--- src/rtl/uart_rx.sv ---
// uart_rx: 8N1 asynchronous serial receiver, LSB first, idle-high line.
// The raw rx pin is resynchronised through two flops and every bit is
// sampled at mid-bit by counting system clocks. A good frame updates
// data_out with a one-cycle data_valid pulse. A frame whose stop bit reads
// low gives a one-cycle frame_err pulse and then waits for the line to go
// high again, so a held-low line is not decoded as a stream of frames.

module uart_rx #(
    parameter int CLKS_PER_BIT = 1302,
    parameter int CNT_W        = 11
) (
    input  logic       clk,
    input  logic       rst_n,
    input  logic       rx,
    output logic [7:0] data_out,
    output logic       data_valid,
    output logic       frame_err,
    output logic       busy
);

    // Elaboration-time guard on the counter sizing and bit-period rules.
    if ((CLKS_PER_BIT < 8) || ((CLKS_PER_BIT % 2) != 0) ||
        ((64'd1 << CNT_W) <= 64'(CLKS_PER_BIT))) begin : g_bad_param
        $error("uart_rx: CLKS_PER_BIT must be even, >= 8 and < 2**CNT_W");
    end

    typedef enum logic [2:0] {
        IDLE,
        START,
        DATA,
        STOP,
        BREAK
    } state_t;

    // Count values at which the start bit (half period) and the data and
    // stop bits (full period) are sampled.
    localparam logic [CNT_W-1:0] HALF_LAST = CNT_W'(CLKS_PER_BIT / 2 - 1);
    localparam logic [CNT_W-1:0] FULL_LAST = CNT_W'(CLKS_PER_BIT - 1);
    localparam logic [CNT_W-1:0] CNT_ONE   = CNT_W'(1);

    logic             rx_meta;
    logic             rx_s;
    state_t           state;
    logic [CNT_W-1:0] cnt;
    logic [2:0]       idx;
    logic [7:0]       sh;

    // Two-flop synchroniser; both flops reset to the idle (high) line level.
    always_ff @(posedge clk or negedge rst_n) begin
        if (!rst_n) begin
            rx_meta <= 1'b1;
            rx_s    <= 1'b1;
        end else begin
            // NOTE: non-blocking assignments make rx_s take the previous
            // rx_meta, giving a real two-stage chain rather than one flop.
            rx_meta <= rx;
            rx_s    <= rx_meta;
        end
    end

    // Receive FSM: bit timing, shifting, and the registered output strobes.
    always_ff @(posedge clk or negedge rst_n) begin
        if (!rst_n) begin
            state      <= IDLE;
            cnt        <= '0;
            idx        <= '0;
            sh         <= '0;
            data_out   <= 8'h00;
            data_valid <= 1'b0;
            frame_err  <= 1'b0;
            busy       <= 1'b0;
        end else begin
            // Strobes default low so each can only ever be a single cycle.
            data_valid <= 1'b0;
            frame_err  <= 1'b0;

            case (state)
                IDLE: begin
                    cnt <= '0;
                    idx <= '0;
                    if (!rx_s) begin
                        state <= START;
                        busy  <= 1'b1;
                    end
                end

                START: begin
                    if (cnt == HALF_LAST) begin
                        cnt <= '0;
                        if (!rx_s) begin
                            state <= DATA;
                        end else begin
                            // Line went back high before mid start bit: glitch.
                            state <= IDLE;
                            busy  <= 1'b0;
                        end
                    end else begin
                        cnt <= cnt + CNT_ONE;
                    end
                end

                DATA: begin
                    if (cnt == FULL_LAST) begin
                        cnt <= '0;
                        sh  <= {rx_s, sh[7:1]};
                        idx <= idx + 3'd1;
                        if (idx == 3'd7) begin
                            state <= STOP;
                        end
                    end else begin
                        cnt <= cnt + CNT_ONE;
                    end
                end

                STOP: begin
                    if (cnt == FULL_LAST) begin
                        cnt <= '0;
                        if (rx_s) begin
                            data_out   <= sh;
                            data_valid <= 1'b1;
                            state      <= IDLE;
                            busy       <= 1'b0;
                        end else begin
                            frame_err <= 1'b1;
                            state     <= BREAK;
                        end
                    end else begin
                        cnt <= cnt + CNT_ONE;
                    end
                end

                BREAK: begin
                    cnt <= '0;
                    if (rx_s) begin
                        state <= IDLE;
                        busy  <= 1'b0;
                    end
                end

                default: begin
                    state <= IDLE;
                    busy  <= 1'b0;
                end
            endcase
        end
    end

endmodule

--- config.mk ---
export PLATFORM = sky130hd
export DESIGN_NAME = uart_rx
export DESIGN_NICKNAME = d
export VERILOG_FILES = /design/src/rtl/uart_rx.sv
export SDC_FILE = /design/constraint.sdc
export NUM_CORES = 1
export LEC_CHECK = 0
export ABC_AREA = 1
export BUFFER_PORTS_ARGS = -buffer_cell sky130_fd_sc_hd__buf_4
export CORE_MARGIN = 4
export CORE_UTILIZATION = 50
export CTS_BUF_LIST = sky130_fd_sc_hd__clkbuf_4 sky130_fd_sc_hd__clkbuf_8 sky130_fd_sc_hd__clkbuf_16
export DETAILED_ROUTE_END_ITERATION = 8
export PLACE_DENSITY = 0.79
export SLEW_MARGIN = 30
export SYNTH_ARGS = -nofsm -noshare
export SYNTH_HDL_FRONTEND = slang
export SYNTH_SLANG_ARGS = --single-unit
--- constraint.sdc ---
create_clock -name clk -period 1.34 [get_ports clk]
set_input_delay 0.067 -clock clk [delete_from_list [all_inputs] [get_ports clk]]
set_output_delay 0.067 -clock clk [all_outputs]
set_load 0.03 [all_outputs]
# Word level (Yosys, flattened, before mapping)
# Cells that the tools add are included.
totals:
  memories: 0
  ram_bits: 0
  output_inout_bits: 11
  latch_bits: 0
  romBits: 0
  regBits: 38
  wordCells: 61
  inputBits: 3
classes:
  mul: 0
  reduce_logical: 10
  bitwise: 1
  div: 0
  eq_ne: 13
  n_shift: 0
  addsub: 2
  order_cmp: 0
  n_mux: 25
op_table:
  columns: ["operator", "count"]
  rows:
  - ["$pmux 11 s3", 1]
  - ["$mux 3", 8]
  - ["$mux 11", 2]
  - ["$pmux 3 s5", 1]
  - ["$ne 2x2->1 const B", 6]
  - ["$add 11x1->11 const B", 1]
  - ["$eq 11x10->1 const B", 1]
  - ["$eq 11x11->1 const B", 1]
  - ["$mux 1", 10]
  - ["$eq 3x2->1 const B", 2]
  - ["$eq 3x3->1 const B", 2]
  - ["$pmux 3 s2", 1]
  - ["$reduce_and 6->1", 1]
  - ["$pmux 1 s5", 1]
  - ["$reduce_and 2->1", 2]
  - ["$reduce_and 4->1", 1]
  - ["$reduce_or 2->1", 2]
  - ["$add 3x1->3 const B", 1]
  - ["$eq 3x1->1 const B", 1]
  - ["$logic_not 3->1", 1]
  - ["$reduce_and 3->1", 1]
  - ["$reduce_bool 3->1", 1]
  - ["$mux 2", 1]
  - ["$reduce_bool 2->1", 1]
  - ["$not 1->1", 1]

# Logic depth before layout (Yosys ltp)
# Gate-level depths: netlist of the first run.
logic_depth:
  ltp_word: 4
  ltp_mapped: 10
  mapped_depth_nobuf: 10

# Least setup slack after synthesis of the first run
# OpenSTA, ideal clock, no wires.
synth_timing:
  path_type: "register to register"
  from: "register cnt[1]"
  to: "register data_out[4]"
  path_buffers: 1
  synth_period_minus_slack_ns: 1.415
  stages_incl_launch_ff: 11
  arrival_ns: 1.297
  setup_ns: 0.118
  t_required_ns: 1.222
  slack_ns: -0.075
  cell_sequence: "dfrtp_1 inv_1 ha_1 nand2_1 nor2_2 nand3_2 inv_2 nand3_4 buf_6 nand2_2 o21ai_2"
synth_between:
  elab_chain_cells: 2
synth_rtl:
  columns: ["element", "line", "rtl"]
  rows:
  - ["start: declaration", "44", "logic [CNT_W-1:0] cnt;"]
  - ["start signal: assignment", "98", "cnt <= cnt + CNT_ONE;"]
  - ["start signal: assignment", "111", "cnt <= cnt + CNT_ONE;"]
  - ["start signal: assignment", "128", "cnt <= cnt + CNT_ONE;"]
  - ["$eq 11x11->1", "116", "if (cnt == FULL_LAST) begin"]
  - ["$reduce_and 3->1 (no line)", null, null]
  - ["end signal: assignment", "119", "data_out <= sh;"]
  - ["end: declaration", "15", "output logic [7:0] data_out,"]
# No other way between the ends.
# A chain may end at the register's enable or synchronous reset.

# Worst setup path in the final report of the first run
layout_timing:
  from: "register cnt[0]"
  to: "register cnt[0]"
layout_between:
  elab_chain_cells: 3
  elab_cells_between_ends: 6
  classes_between: "add/sub (1); eq/ne (2); mux (3)"
layout_rtl:
  columns: ["element", "line", "rtl"]
  rows:
  - ["$add 11x1->11, or another cell as far along", "98, 111, 128", null]
  - ["$mux 11 (on tied branches)", "103, 116, 88", null]
  - ["$pmux 11 s3 *", "77", "case (state)"]
# Every way passes the cells marked *; elsewhere a longest branch is shown, timed or not.

==> results by group, run 1 <==
Run status
  • Run status: complete, but fails checks
  • Failing checks: setup timing

CTS
  • Worst-Skew Late Latency: slightly below 0.3 ns
  • Clk buf depth: 2
  • CTS buffer count: 5
  • Clk sinks: 38
  • Clock H-tree levels: 2
  • CTS tree: done
  • Root buf cell: clkbuf_8
  • CTS clk-pin slew, worst paths: 0.07 ns

Logic synthesis
  • Synthesized area: 1982 sq um
  • Area leader, netlist: dfrtp_1
  • Post-synth EDFFs: 0
  • Largest cells by area after synthesis: dfrtp_1 (45%), nand2_1 (11%), inv_1 (6.3%)
  • Post-synthesis area per instance: 8.398 sq um
  • Async S/R FF share, synth: 1.000
  • Synth Instances: 236
  • Register area share after synthesis: 0.4811
  • Cell variety after synth: 23
  • Mapped Nets: approximately 240
  • Post-synth top flop: dfrtp_1
  • Top cell type's share of synthesized area: 0.4545
  • Syn. warnings: 0
  • Flops & latches, synth: 38

Place
  • Post-DP Area: 2317 sq um
  • Port bufs: 13
  • Final Wtd Congestion: 0.8894
  • Placed Instances: 320
  • HPWL Detailed: a little over 3000 um

Finish
  • Finished Layout Cells: 337
  • Fin area: 2698 sq um
  • Syn-to-layout area delta: 36.11%
  • Post-layout util: 0.7206
  • Commonest non-fill, non-tap cell in the layout: nand2_1
  • Antenna diode count: 0
  • Final Net Count: 296
  • Most frequent cells in the layout: nand2_1 (47), buf_4 (40), dfrtp_1 (35)
  • Layout cell share with drive strength beyond 1: 0.4152

Pwr
  • Pleak: 0.001277 uW
  • Cell area power density: 745.5 nW/um^2
  • VDD IR-drop max: 0.0006612 V

Critical path
  • Worst EP arrival: 1.74 ns
  • Crit. Startpoint: cnt[0]
  • CP endpoint kind: register
  • Crit-path max cell delay: 0.43 ns
  • WS Path Type: register to register
  • Critical Path Source Type: register
  • R2r worst-path depth: 10
  • Slowest-stage cell, CP: dfrtp_1
  • Crit path max fanout: 3
  • Worst reg2reg startpoint: cnt[0]
  • CP required: about 1.5 ns
  • Critical Path, Cell by Cell: inv_2, ha_4, nand2_2, nor2_2, nand2_1, o21ai_2, buf_4, nand2_2, nand3_2, nand2_1

STA
  • Final setup vio count: 35
  • Fin Setup TNS: -4.042 ns
  • Worst slew pin tran: 0.4678 ns
  • Skew final: 0.004118 ns
  • RSZ-0062 raised after global routing: true
  • Min cycle time layout: 1.551 ns
  • Period utilization: 1.158
  • Final WS setup: -0.2114 ns
  • Final number of hold-violating endpoints: 0
  • Slew Limit Fails: 0
  • Relative slew margins: 0.6881
  • Highest Clock Rate: between 600 and 700 MHz

Floorplanning
  • Starting Density: 0.5294
  • # rows: 22
  • IO Pins: 14
  • Total die area: 5035 sq um
  • Core Region: 3744 sq um
  • Die Wd: 70.96 um
  • Die span in y: 70.96 um

Global routing
  • Largest net degree at the start of global routing: 39
  • Global-route wire length before repair: 7438 um
  • Total track usage: 0.1860
  • Number of global-route vias before repair: 1651
  • Total congestion overflow: 0
  • Antenna violations before repair: 0

Drt
  • Post-route ant nets: 0
  • Wire per inst: 13.80 um
  • Residual DRC: 0
  • DR vias/cell: 5.202
  • Routed Wire Length: ~4700 um
  • 1st-iter DRT viols: 117
  • Initial DRT Pass Iterations: 4
  • Vias: 1753

Hold path
  • Worst hold path type: input port to asynchronous set/reset pin

Job
  • Max Cap Viol: 0
cell type report:
class | count | area [sq um]
Timing Repair Buffer | 47 | 385.4
Inverter | 38 | 150.1
Tap cell | 48 | 60.06
Clock inverter | 2 | 12.51
Clock buffer | 6 | 82.58
Multi-Input combinational cell | 158 | 1052
Sequential cell | 38 | 954.7
Fill cell | 265 | 1046
logic make-up after synthesis:
logic type	count (synthesis)	share of synthesized area
buffers and inverters	41	0.08902
xor gates and xnor gates	4	0.01767
and+or+nand+nor	122	0.2980
DFF	38	0.4811
adders and majority gates	5	0.03157
AOI/OAI and AO/OA	26	0.08270
path summary, 6_finish.rpt:
| check | to | slack, ns |
|---|---|---|
| hold / removal | cnt[5] | 0.27 |
| min in group clk | rx_s | 0.36 |
| setup / recovery | cnt[0] | -0.21 |
| hold reg to reg | rx_s | 0.36 |
| max in group asynchronous | state[1] | 0.71 |
| setup reg to reg | cnt[0] | -0.21 |
layer usage:
| metal | global-route usage | part of all wire | vias to the layer above |
|---|---|---|---|
| met5 | 0 | 0 | - |
| met4 | 0.05637 | 0.015 | 0 |
| met3 | 0.04261 | 0.047 | 9 |
| met2 | 0.2987 | 0.50 | 42 |
| met1 | 0.2514 | 0.44 | 843 |
| li1 | - | - | 859 |
where the power goes:
part           switching [uW]  internal (uW)  leakage, uW  total [uW]
clock network             401            413    0.0000472         814
logic                    30.3           12.8     0.000727        43.1
registers                1.80           1150     0.000502        1150
total                     433           1580      0.00128        2010
worst max-delay path: cells and delay by family (launching register included):
family / cells / cell delay (ns)
buf+inv: 2 / 0.24
flops: 1 / 0.43
compound gates: 1 / 0.20
simple gates: 6 / 0.45
fa+ha+maj: 1 / 0.13
sequential cells by signal (all words and copies together) (netlist names):
| register | cells |
|---|---|
| cnt | 11 |
| data_out | 8 |
| sh | 8 |
| idx | 3 |
| state | 3 |
| busy | 1 |
| data_valid | 1 |
| frame_err | 1 |
| rx_meta | 1 |
| rx_s | 1 |
timing repair:
action | in CTS | in global routing
gates cloned | 1 | 0
gates resized for setup | 22 | 34
hold endpoints to repair | 37 | 0
setup buffers | 4 | 2
pin swaps | 8 | 21
endpoints found under the setup margin | 35 | 36
hold buffers | 2 | 0
metrics by stage:
| step | power (uW) | setup slack (ns) | hold slack (ns) |
|---|---|---|---|
| 2_1_floorplan | 1181 | -0.05392 | -0.2286 |
| 3_3_place_gp | 1214 | -0.1456 | 0.06027 |
| 3_5_place_dp | 1214 | -0.1990 | 0.05896 |
| 4_1_cts | 2034 | -0.1294 | 0.2853 |
| 5_1_grt | 2100 | -0.2912 | 0.3258 |
| 6_report | 2011 | -0.2114 | 0.2712 |
cell usage after synthesis, types with 4 or more instances:
library cell,instances
inv_1,33
nand4_1,8
o21ai_2,9
nor2_1,18
inv_2,5
nor3_1,4
nand3_1,14
nand2_1,60
o21ai_0,4
nor2_2,5
ha_1,5
xor2_1,4
o21ai_1,10
dfrtp_1,36
(Power assumes the default switching activity.)
==> inputs of run 2 (changes only) <==
--- a/config.mk
+++ b/config.mk
@@ -11,7 +11,7 @@
 export CORE_UTILIZATION = 50
 export CTS_BUF_LIST = sky130_fd_sc_hd__clkbuf_4 sky130_fd_sc_hd__clkbuf_8 sky130_fd_sc_hd__clkbuf_16
 export DETAILED_ROUTE_END_ITERATION = 8
-export PLACE_DENSITY = 0.79
+export PLACE_DENSITY = 0.76
 export SLEW_MARGIN = 30
 export SYNTH_ARGS = -nofsm -noshare
 export SYNTH_HDL_FRONTEND = slang
==> constraint.sdc (replaced) <==
create_clock -name clk -period 1.8 [get_ports clk]
set_input_delay 0.09 -clock clk [delete_from_list [all_inputs] [get_ports clk]]
set_output_delay 0.09 -clock clk [all_outputs]
set_load 0.03 [all_outputs]
==> results by group, run 2 (synthesis gave the netlist of run 1 again) <==
Finish
  • Commonest non-fill, non-tap cell in the layout: nand2_1
  • Final Net Count: 264
  • Most frequent cells in the layout: nand2_1 (60), dfrtp_1 (36), inv_1 (33)
  • Post-layout util: 0.6066
  • Top register by number of flip-flops: cnt
  • Top Registers: cnt (11), data_out (8), sh (8)
  • Syn-to-layout area delta: 14.58%
  • Antenna diode count: 0
  • Layout cell share with drive strength beyond 1: 0.2140
  • Max reg flops: 11

Critical path
  • Critical Path Source Type: register
  • Crit-path max cell delay: about 0.42 ns
  • WS Path Type: register to register
  • Slowest-stage cell, CP: dfrtp_1
  • Critical Path, Cell by Cell: inv_1, ha_1, nand2_1, nor2_2, nand3_1, nand2_1, nand3_2, inv_2, nor2_1
  • R2r worst-path depth: 9
  • Most frequent CP cell: nand2_1
  • Worst reg2reg startpoint: cnt[1]
  • Worst reg-to-reg setup slack: between 0.15 and 0.2 ns
  • Worst path top cell family by delay: simple AND/OR/NAND/NOR gates
  • Worst EP arrival: 1.80 ns
  • Crit path max fanout: 7
  • CP required: a little under 2 ns
  • Worst Path Buf+Inv: 2
  • Reg-to-reg critical path endpoint: cnt[9]
  • CP endpoint kind: register

STA
  • Slew Limit Fails: 0
  • Final WS setup: 0.1746 ns
  • Highest Clock Rate: ~600 MHz
  • Min cycle time layout: 1.625 ns
  • Final setup vio count: 0
  • RSZ-0062 raised after global routing: false
  • Skew final: 0.006130 ns
  • Fin Setup TNS: 0 ns
  • Period utilization: 0.9030
  • Hold Slack: 0.2851 ns
  • Worst slew pin tran: 0.4670 ns
  • Final number of hold-violating endpoints: 0
  • Relative slew margins: 0.6887

Pwr
  • Design Power: 1647 uW
  • Pleak: 0.001080 uW
  • VDD IR-drop max: 0.0005190 V
  • Cell area power density: between 700 and 800 nW/um^2

Run status
  • Run status: finished, final reports clean

Drt
  • 1st-iter DRT viols: between 100 and 150
  • Post-route ant nets: 0
  • Routed Wire Length: 3975 um
  • Initial DRT Pass Iterations: 4
  • Vias: 1587
  • DR vias/cell: roughly 5.2
  • Residual DRC: 0
  • Wire per inst: 13.03 um

Floorplanning
  • Die span in y: just over 70 um
  • Core Region: 3744 sq um
  • # rows: 22
  • Starting Density: 0.5294
  • IO Pins: 14
  • Die Wd: approximately 70 um
  • Total die area: 5035 sq um

Place
  • Final Wtd Congestion: between 0.9 and 1
  • Pre-CTS setup slack: 0.1849 ns
  • Port bufs: 13
  • HPWL Detailed: roughly 2900 um

CTS
  • CTS clk-pin slew, worst paths: 0.07 ns
  • Worst-Skew Late Latency: 0.29 ns
  • Clk sinks: 38
  • Clk buf depth: 2
  • CTS buffer count: 5
  • CTS tree: done
  • Root buf cell: clkbuf_8
  • Clock H-tree levels: 2

Global routing
  • Global-route track usage on met3: 0.03835
  • Antenna violations before repair: 0
  • Number of global-route vias before repair: 1544
  • Met1 usage: 0.2109
  • Total track usage: 0.1715
  • Global-route wire length before repair: 6837 um
  • Largest net degree at the start of global routing: 39
  • Total congestion overflow: 0
  • Met2 usage: 0.2853
  • Busiest grt layer: met2

Hold path
  • Worst hold path type: input port to asynchronous set/reset pin

Job
  • Max Cap Viol: 0
## run 2: worst register-to-register path: stages (launching register included)
cell and delay [ns]:
dfrtp_1 0.42, inv_1 0.08, ha_1 0.16, nand2_1 0.09
nor2_2 0.15, nand3_1 0.14, nand2_1 0.13, nand3_2 0.13
inv_2 0.15, nor2_1 0.06
## run 2: per-layer routing
metal / part of all wire / wire (um) / vias to the layer above
met4: 0.026 / 102 / 0
met2: 0.49 / 1957 / 27
li1: - / - / 787
met5: 0 / 0 / -
met1: 0.44 / 1753 / 764
met3: 0.041 / 161 / 9
## run 2: area by class of cell
| class | instances | area [sq um] |
|---|---|---|
| Timing Repair Buffer | 15 | 117.6 |
| Clock buffer | 7 | 90.09 |
| Inverter | 38 | 142.6 |
| Fill cell | 344 | 1473 |
| Sequential cell | 38 | 953.4 |
| Multi-Input combinational cell | 158 | 877.1 |
| Clock inverter | 1 | 30.03 |
| Tap cell | 48 | 60.06 |
## run 2: what timing repair did
| action | in CTS | in global routing |
|---|---|---|
| resized for setup | 0 | 2 |
| buffers inserted | 0 | 0 |
| hold buffers | 2 | 0 |
| endpoints found under the setup margin | 0 | 6 |
| endpoints found under the hold margin | 37 | 0 |
## run 2: metrics by stage
| stage | area, sq um | instances |
|---|---|---|
| 6_report | 2271 | 305 |
| 5_1_grt | 2271 | 305 |
| 4_1_cts | 2246 | 304 |
| 3_5_place_dp | 2106 | 294 |
| 3_3_place_gp | 2106 | 294 |
| 2_1_floorplan | 1982 | 236 |
## run 2: power by group
group	switching, uW	internal [uW]
logic	19.1	6.73
clock network	293	467
registers	3.66	858
## run 2: worst max-delay path by stage
stage	start	endpoint	slack, ns	depth (start not counted)
2_1_floorplan	cnt[1]	data_out[4]	0.39	10
3_3_place_gp	cnt[1]	idx[1]	0.25	9
3_5_place_dp	cnt[1]	idx[2]	0.18	9
4_1_cts	cnt[1]	cnt[9]	0.17	9
5_1_grt	cnt[0]	cnt[9]	0.01	9
6_report	cnt[1]	cnt[9]	0.17	9
